===== src/rtl/cpu_types_pkg.sv =====
// Shared pipeline types for the 5-stage MIPS core.
//   word_t     : datapath / address word
//   regbits_t  : register-select field
//   memstate_t : data-memory access FSM states
package cpu_types_pkg;

    localparam int DATA_W = 32;
    localparam int REG_W  = 5;

    typedef logic [DATA_W-1:0] word_t;
    typedef logic [REG_W-1:0]  regbits_t;

    typedef enum logic {
        IDLE = 1'b0,
        WAIT = 1'b1
    } memstate_t;

endpackage


===== src/rtl/dmem_req_fsm.sv =====
// Data-memory request controller for the EX/MEM stage.
//
// state | meaning
// ------+------------------------------------------
// IDLE  | no access outstanding, request lines low
// WAIT  | access outstanding, request held until dhit
//
// Ports:
//   CLK, RST            clock, synchronous active-high reset
//   start_i             a memory instruction is being captured this cycle
//   dren_i, dwen_i      latched read/write controls of the captured instr
//   addr_i, store_i     latched address / store data
//   dhit_i              memory completes the access
//   dmemREN_o/WEN_o     request strobes
//   dmemaddr_o          request address (always the latched ALU result)
//   dmemstore_o         store data (zero outside WAIT)
//   mem_stall_o         freeze upstream stages
//   busy_o              FSM is in WAIT
//   done_o              access completes this cycle (dhit while in WAIT)
module dmem_req_fsm
    import cpu_types_pkg::*;
#(
    parameter int DATA_W = 32
) (
    input  logic              CLK,
    input  logic              RST,
    input  logic              start_i,
    input  logic              dren_i,
    input  logic              dwen_i,
    input  logic [DATA_W-1:0] addr_i,
    input  logic [DATA_W-1:0] store_i,
    input  logic              dhit_i,
    output logic              dmemREN_o,
    output logic              dmemWEN_o,
    output logic [DATA_W-1:0] dmemaddr_o,
    output logic [DATA_W-1:0] dmemstore_o,
    output logic              mem_stall_o,
    output logic              busy_o,
    output logic              done_o
);

    memstate_t state_q, state_d;

    always_ff @(posedge CLK) begin
        if (RST) begin
            state_q <= IDLE;
        end else begin
            state_q <= state_d;
        end
    end

    always_comb begin
        state_d     = state_q;
        dmemREN_o   = 1'b0;
        dmemWEN_o   = 1'b0;
        dmemaddr_o  = addr_i;
        dmemstore_o = '0;
        mem_stall_o = 1'b0;
        done_o      = 1'b0;
        case (state_q)
            IDLE: begin
                if (start_i) begin
                    state_d = WAIT;
                end
            end
            WAIT: begin
                dmemREN_o   = dren_i;
                dmemWEN_o   = dwen_i;
                dmemstore_o = store_i;
                // Combinational so a zero-wait hit never stalls upstream.
                mem_stall_o = ~dhit_i;
                if (dhit_i) begin
                    done_o  = 1'b1;
                    state_d = IDLE;
                end
            end
            default: state_d = IDLE;
        endcase
    end

    assign busy_o = (state_q == WAIT);

endmodule


===== src/rtl/ex_mem_stage.sv =====
// EX/MEM pipeline register fused with the data-memory access controller.
// Latches EX results, issues one dmem access per memory instruction, holds
// the request until dhit and stalls upstream while the access is pending.
//
// Ports:
//   CLK, RST                 clock, synchronous active-high reset
//   en, flush                advance enable / bubble insert from hazard unit
//   alu_i .. halt_i          EX results and controls from ID/EX
//   dhit, dmemload           data memory response
//   dmemREN .. dmemstore     data memory request
//   mem_stall                freeze IF/ID/EX
//   alu_o .. valid_o         towards MEM/WB
//
// Optional: defining EX_MEM_STALL_CNT_EN adds stall_cnt (saturating count of
// stalled cycles) and mem_ops (saturating count of completed accesses).
module ex_mem_stage
    import cpu_types_pkg::*;
#(
    parameter int DATA_W = 32,
    parameter int REG_W  = 5
) (
    input  logic              CLK,
    input  logic              RST,
    input  logic              en,
    input  logic              flush,
    input  logic [DATA_W-1:0] alu_i,
    input  logic [DATA_W-1:0] rdat2_i,
    input  logic [DATA_W-1:0] pc4_i,
    input  logic [REG_W-1:0]  wsel_i,
    input  logic              RegWr_i,
    input  logic              dREN_i,
    input  logic              dWEN_i,
    input  logic              MemToReg_i,
    input  logic              halt_i,
    input  logic              dhit,
    input  logic [DATA_W-1:0] dmemload,
    output logic              dmemREN,
    output logic              dmemWEN,
    output logic [DATA_W-1:0] dmemaddr,
    output logic [DATA_W-1:0] dmemstore,
    output logic              mem_stall,
    output logic [DATA_W-1:0] alu_o,
    output logic [DATA_W-1:0] pc4_o,
    output logic [DATA_W-1:0] load_o,
    output logic [REG_W-1:0]  wsel_o,
    output logic              RegWr_o,
    output logic              MemToReg_o,
    output logic              halt_o,
`ifdef EX_MEM_STALL_CNT_EN
    output logic [31:0]       stall_cnt,
    output logic [31:0]       mem_ops,
`endif
    output logic              valid_o
);

    logic [DATA_W-1:0] alu_q, alu_d;
    logic [DATA_W-1:0] rdat2_q, rdat2_d;
    logic [DATA_W-1:0] pc4_q, pc4_d;
    logic [DATA_W-1:0] load_q, load_d;
    logic [REG_W-1:0]  wsel_q, wsel_d;
    logic              regwr_q, regwr_d;
    logic              dren_q, dren_d;
    logic              dwen_q, dwen_d;
    logic              memtoreg_q, memtoreg_d;
    logic              halt_q, halt_d;
    logic              valid_q, valid_d;

    logic busy;
    logic done;
    logic capture;
    logic start;

    // Nothing is captured while an access is outstanding, not even on the
    // dhit cycle; the next instruction lands in the following IDLE cycle.
    assign capture = ~busy & en & ~flush;
    assign start   = capture & (dREN_i | dWEN_i);

    always_comb begin
        alu_d      = alu_q;
        rdat2_d    = rdat2_q;
        pc4_d      = pc4_q;
        load_d     = load_q;
        wsel_d     = wsel_q;
        regwr_d    = regwr_q;
        dren_d     = dren_q;
        dwen_d     = dwen_q;
        memtoreg_d = memtoreg_q;
        halt_d     = halt_q;
        valid_d    = valid_q;
        if (busy) begin
            if (done && dren_q) begin
                load_d = dmemload;
            end
        end else if (flush) begin
            // Bubble: everything clears except the sticky halt.
            alu_d      = '0;
            rdat2_d    = '0;
            pc4_d      = '0;
            load_d     = '0;
            wsel_d     = '0;
            regwr_d    = 1'b0;
            dren_d     = 1'b0;
            dwen_d     = 1'b0;
            memtoreg_d = 1'b0;
            valid_d    = 1'b0;
        end else if (en) begin
            alu_d      = alu_i;
            rdat2_d    = rdat2_i;
            pc4_d      = pc4_i;
            load_d     = '0;
            wsel_d     = wsel_i;
            regwr_d    = RegWr_i;
            dren_d     = dREN_i;
            // Read and write together is illegal; the read takes precedence.
            dwen_d     = dWEN_i & ~dREN_i;
            memtoreg_d = MemToReg_i;
            halt_d     = halt_q | halt_i;
            valid_d    = 1'b1;
        end
    end

    always_ff @(posedge CLK) begin
        if (RST) begin
            alu_q      <= '0;
            rdat2_q    <= '0;
            pc4_q      <= '0;
            load_q     <= '0;
            wsel_q     <= '0;
            regwr_q    <= 1'b0;
            dren_q     <= 1'b0;
            dwen_q     <= 1'b0;
            memtoreg_q <= 1'b0;
            halt_q     <= 1'b0;
            valid_q    <= 1'b0;
        end else begin
            alu_q      <= alu_d;
            rdat2_q    <= rdat2_d;
            pc4_q      <= pc4_d;
            load_q     <= load_d;
            wsel_q     <= wsel_d;
            regwr_q    <= regwr_d;
            dren_q     <= dren_d;
            dwen_q     <= dwen_d;
            memtoreg_q <= memtoreg_d;
            halt_q     <= halt_d;
            valid_q    <= valid_d;
        end
    end

    dmem_req_fsm #(
        .DATA_W (DATA_W)
    ) u_req_fsm (
        .CLK         (CLK),
        .RST         (RST),
        .start_i     (start),
        .dren_i      (dren_q),
        .dwen_i      (dwen_q),
        .addr_i      (alu_q),
        .store_i     (rdat2_q),
        .dhit_i      (dhit),
        .dmemREN_o   (dmemREN),
        .dmemWEN_o   (dmemWEN),
        .dmemaddr_o  (dmemaddr),
        .dmemstore_o (dmemstore),
        .mem_stall_o (mem_stall),
        .busy_o      (busy),
        .done_o      (done)
    );

    assign alu_o      = alu_q;
    assign pc4_o      = pc4_q;
    assign load_o     = load_q;
    assign wsel_o     = wsel_q;
    assign RegWr_o    = regwr_q;
    assign MemToReg_o = memtoreg_q;
    assign halt_o     = halt_q;
    assign valid_o    = valid_q;

`ifdef EX_MEM_STALL_CNT_EN
    logic [31:0] stall_cnt_q;
    logic [31:0] mem_ops_q;

    always_ff @(posedge CLK) begin
        if (RST) begin
            stall_cnt_q <= '0;
            mem_ops_q   <= '0;
        end else begin
            if (mem_stall && (stall_cnt_q != '1)) begin
                stall_cnt_q <= stall_cnt_q + 32'd1;
            end
            if (done && (mem_ops_q != '1)) begin
                mem_ops_q <= mem_ops_q + 32'd1;
            end
        end
    end

    assign stall_cnt = stall_cnt_q;
    assign mem_ops   = mem_ops_q;
`endif

endmodule


===== config.mk =====
export PLATFORM = sky130hd
export DESIGN_NAME = ex_mem_stage
export DESIGN_NICKNAME = d
export VERILOG_FILES = /design/src/rtl/cpu_types_pkg.sv /design/src/rtl/dmem_req_fsm.sv /design/src/rtl/ex_mem_stage.sv
export SDC_FILE = /design/constraint.sdc
export NUM_CORES = 1
export LEC_CHECK = 0
export BUFFER_PORTS_ARGS = -buffer_cell sky130_fd_sc_hd__clkbuf_2
export CORE_MARGIN = 3
export CORE_UTILIZATION = 39
export CTS_CLUSTER_DIAMETER = 80
export DETAILED_ROUTE_END_ITERATION = 6
export MAX_ROUTING_LAYER = met4
export PLACE_DENSITY = 0.86
export SKIP_LAST_GASP = 1
export SYNTH_ARGS = -nofsm -noshare
export SYNTH_HDL_FRONTEND = slang
export SYNTH_SLANG_ARGS = --single-unit

===== constraint.sdc =====
create_clock -name CLK -period 1.3 [get_ports CLK]
set_input_delay 0.26 -clock CLK [delete_from_list [all_inputs] [get_ports CLK]]
set_output_delay 0.26 -clock CLK [all_outputs]
set_load 0.02 [all_outputs]

**Yosys cells after proc, flatten, opt, wreduce, memory -nomap -nowiden**

Index checks and enable logic that the tools add are counted.

- Bits in registers: 140
- Output and inout port bits: 172

- Eq/ne operators: 1
- Muxes and demuxes: 31
- Bitwise logic cells: 10
- Reductions and logical operators: 6

Operators with widths:

| operator | number |
|---|---|
| two-way mux 32 bit | 11 |
| two-way mux 1 bit | 17 |
| two-way mux 5 bit | 2 |
| bitwise AND 1 bit | 4 |
| NOT 1 bit | 4 |
| AND reduction 2 bit | 2 |
| AND reduction 3 bit | 1 |
| nonzero test 3 bit | 1 |
| != test 2 bit (second input constant) | 1 |
| OR 1 bit | 2 |
| one-hot mux 1 bit (2 select lines) | 1 |
| nonzero test 2 bit | 1 |
| logical AND 1 bit | 1 |

**Longest topological paths before layout**

- Depth after elaboration: 6
- Gate-level depth with buffers: 7
- Mapped depth without buffers: 3

**By module**

Synthesis repeated with hierarchy kept, for this count alone.

- Cell total of the unflattened synthesis: 508
- Area total of the unflattened synthesis: 5,108.6 um^2

By module, submodules not included:

| module | times used | cells an instance | area each (um^2) | sequential area each (um^2) |
|---|---|---|---|---|
| ex_mem_stage | 1 | 434 | 4,540.6 | 2,782.7 |
| dmem_req_fsm | 1 | 74 | 568.0 | 20.0 |

**Worst setup path before layout**

OpenSTA, ideal clock, no wires.

- Kind: register -> register
- Start: reg u_req_fsm.state_q, in the netlist u_req_fsm.busy_o
- End: reg rdat2_q[10]
- Arrival time: 1.133 ns
- Setup slack: 0.032 ns
- Stages on the path, launching flop included: 8
- Buffers on the path: 4
- Cells stage by stage: dfxtp_1 -> buf_6 -> nor3b_2 -> buf_4 -> buf_8 -> buf_12 -> a22oi_2 -> nor2_2

- Word-level cells in the longest chain between the ends: 2

Ends and longest elaborated chain:

| item | RTL line | RTL |
|---|---|---|
| start, declared | dmem_req_fsm.sv:42 | `memstate_t state_q, state_d;` |
| start signal, assigned | dmem_req_fsm.sv:48 | `state_q <= state_d;` |
| NOT 1 bit (no source line) | -- |  |
| AND reduction 2 bit (no source line) | -- |  |
| end signal, assigned | ex_mem_stage.sv:137 | `rdat2_q <= rdat2_d;` |
| end, declared | ex_mem_stage.sv:57 | `logic [DATA_W-1:0] rdat2_q, rdat2_d;` |

No other way between the ends.
A chain may end at the register's enable or synchronous reset.

**Final worst setup path**

- Start: reg u_req_fsm.state_q, in the netlist u_req_fsm.busy_o
- End: out dmemstore[16]

- Word-level cells in the longest chain between the ends: 1

Ends and longest elaborated chain:

| item | RTL line | RTL |
|---|---|---|
| two-way mux 32 bit | dmem_req_fsm.sv:60 | `case (state_q)` |
| end, declared | ex_mem_stage.sv:40 | `output logic [DATA_W-1:0] dmemstore,` |

No other way between the ends.

==> out/metrics.yaml <==
outcome:
  status: "finished, violations left"
  violations: "negative setup slack"
sta:
  maxSlewHeadroom_pct: 72.1
  grt_setup_unrepaired: "true"
  setup_viol: 174
  maxSlewViolCount: 0
  finalSetupTns_ns: -37.40
  period_share_pct: 123
  min_period_ns: 1.60
  fmax_mhz: 626
  worst_pin_slew_ns: 0.419
  fin_skew_ns: 0.00551
  setup_slack_ns: -0.299
  whs_ns: 0.0485
  finalHoldViolCount: 0
detailed_routing:
  dr.pass1.iters: 4
  drc: 0
  top_layer_used: "met4"
  wl_met1_mm: 6.99
  viasPerCell: 5.11
  wl_mm: 18.5
  wl_met2_mm: 9.95
  first_iter_violations: 271
  ant_nets: 0
  via_count: 5149
  wire_per_inst_um: 18.4
  wl_met3_mm: 1.18
pwr:
  p_switching_mw: 2.78
  sw_frac_of_total_pct: 24.9
  clockPowerShare_pct: 45.9
  power_frac_seq_pct: 40.4
  p_leak_nw: 3.96
  peakVddDrop_mv: 0.800
  power_mw: 11.2
  power.density_nw_per_um2: 1270
  pwr-share-comb_pct: 13.7
  p_int_mw: 8.38
synthesis:
  yosysWarnings: 0
  synth-async-reset-ratio_pct: 0
  synth_cell_types: 24
  synth.avg_cell_area_um2: 10.4
  yosysSeqAreaShare_pct: 52.7
  netlist_area_um2: 5310
  ys.flop_type: "dfxtp_1"
  synth_edf_count: 0
  synth_nets: 652
  synth_seq_cells: 140
  syn_inst: 509
floorplan:
  start_util_pct: 40.0
  core_area_um2: 13300
  die-area_um2: 15100
  die_w_um: 123
  ios: 315
  num_rows: 42
  die_h_um: 123
clock_tree:
  tritoncts: "yes"
  cts_made_buffers: 17
  cts_root_buffer: "clkbuf_16"
  htreeDepth: 4
  clock_latency_ns: 0.42
  hold_buffers: 0
  clockBufferDepth: 2
  clock_sinks: 140
  path_clk_slew_ns: 0.06
global_routing:
  grt-ovfl-total: 0
  grt_max_degree: 90
  antenna_found_initial: 0
  grt_pass1_vias: 4847
  grt_use_total_pct: 22.0
  grt_pass1_wl_mm: 24.8
layout:
  nNetsFinal: 961
  final_common_cell: "clkbuf_2"
  final_area_um2: 8790
  final_util_pct: 66.1
  seq_area_um2: 2810
  multiInputGateArea_um2: 2310
  diodes: 0
  stdcell_count: 1007
  drive_gt1_share_pct: 65.5
  layout_common_cells: "276 x clkbuf_2, 136 x dfxtp_1, 79 x nor2_1"
  area_growth_pct: 65.4
  fillers: 954
placed_design:
  placed_area_um2: 6910
  dp_slack_ns: -0.0601
  dp_cells: 947
  place_congestion: 0.772
  portBuffers: 314
  dp_hpwl_mm: 10.9
worst_setup_path:
  critPathLaunchType: "register"
  critPathMaxFanout: 7
  critical_path_required_ns: 1.04
  critPathKind: "reg -> out"
  end_kind: "output pin"
  arrival_ns: 1.34
run:
  drv_cap: 0
worst_hold_path:
  hold_path.class: "in -> reg"
==> cells by family (layout without fill, tap and decap cells) <==
group,after synthesis,after routing,share of synthesized area [%]
DFF,140,140,52.7
AOI/OAI and AO/OA,142,142,23.5
buffers and inverters,80,402,10.0
and+or+nand+nor,147,147,13.7
==> area by class of cell <==
cell class | instances | share of cell area (%)
multi-input cells | 289 | 26.3
flip-flops and latches | 140 | 31.9
inverters | 2 | 0.0854
clock inverters | 13 | 2.16
well taps | 176 | 2.51
clock buffers | 19 | 4.93
repair buffers | 368 | 32.1
==> worst paths after layout <==
check | startpoint | to | slack (ns) | depth (start not counted)
setup / recovery | u_req_fsm.busy_o | dmemstore[16] | -0.30 | 4
hold / removal | dmemload[26] | load_o[26] | 0.05 | 2
setup reg to reg | u_req_fsm.busy_o | rdat2_q[30] | -0.29 | 9
hold reg to reg | load_o[25] | load_o[25] | 0.48 | 1
==> flip-flops by register name, summed over array words and instances, names as in the netlist <==
register,cells
load_o,32
wsel_o,5
dwen_q,1
RegWr_o,1
dren_q,1
MemToReg_o,1
u_req_fsm.busy_o,1
rdat2_q,32
valid_o,1
halt_o,1
alu_o,32
pc4_o,32
==> worst max-delay path: stages (launching register included) <==
cell and delay [ns]:
dfxtp_2 0.33, buf_12 0.15, buf_16 0.14, and2_4 0.16
buf_8 0.13
==> synthesized netlist by cell type (2+ instances only) <==
cell type,number,area (µm²)
a22oi_1,76,571
buf_6,4,45.0
buf_12,2,40.0
clkbuf_1,19,71.3
a21oi_1,3,15.0
a22o_1,32,280
buf_8,2,30.0
dfxtp_1,140,2800
inv_1,2,7.51
nor2_2,28,175
a22oi_2,28,350
buf_4,34,255
and2_1,34,213
nor2_1,80,300
buf_2,16,80.1
==> power groups by stage <==
stage | clock network (mW) | logic, mW | registers [mW]
final | 5.12 | 1.53 | 4.51
after global routing | 5.39 | 1.62 | 4.53
after CTS | 5.19 | 1.34 | 4.50
after detailed placement | 0 | 1.15 | 4.58
after global placement | 0 | 1.13 | 4.58
after floorplan | 0 | 0.591 | 4.67
==> metal layers <==
layer,vias up,global-route usage (%)
met5,-,-
met4,0,9.52
met3,35,6.04
met2,248,36.6
met1,2472,24.7
li1,2394,-
==> repair_timing <==
item / CTS / global route
pin swaps: 24 / 100
resized for setup: 113 / 123
buffers inserted: 4 / 9
gates cloned: 11 / 7
endpoints found under the setup margin: 130 / 178
Note: power is estimated with default switching activity, not from simulation.
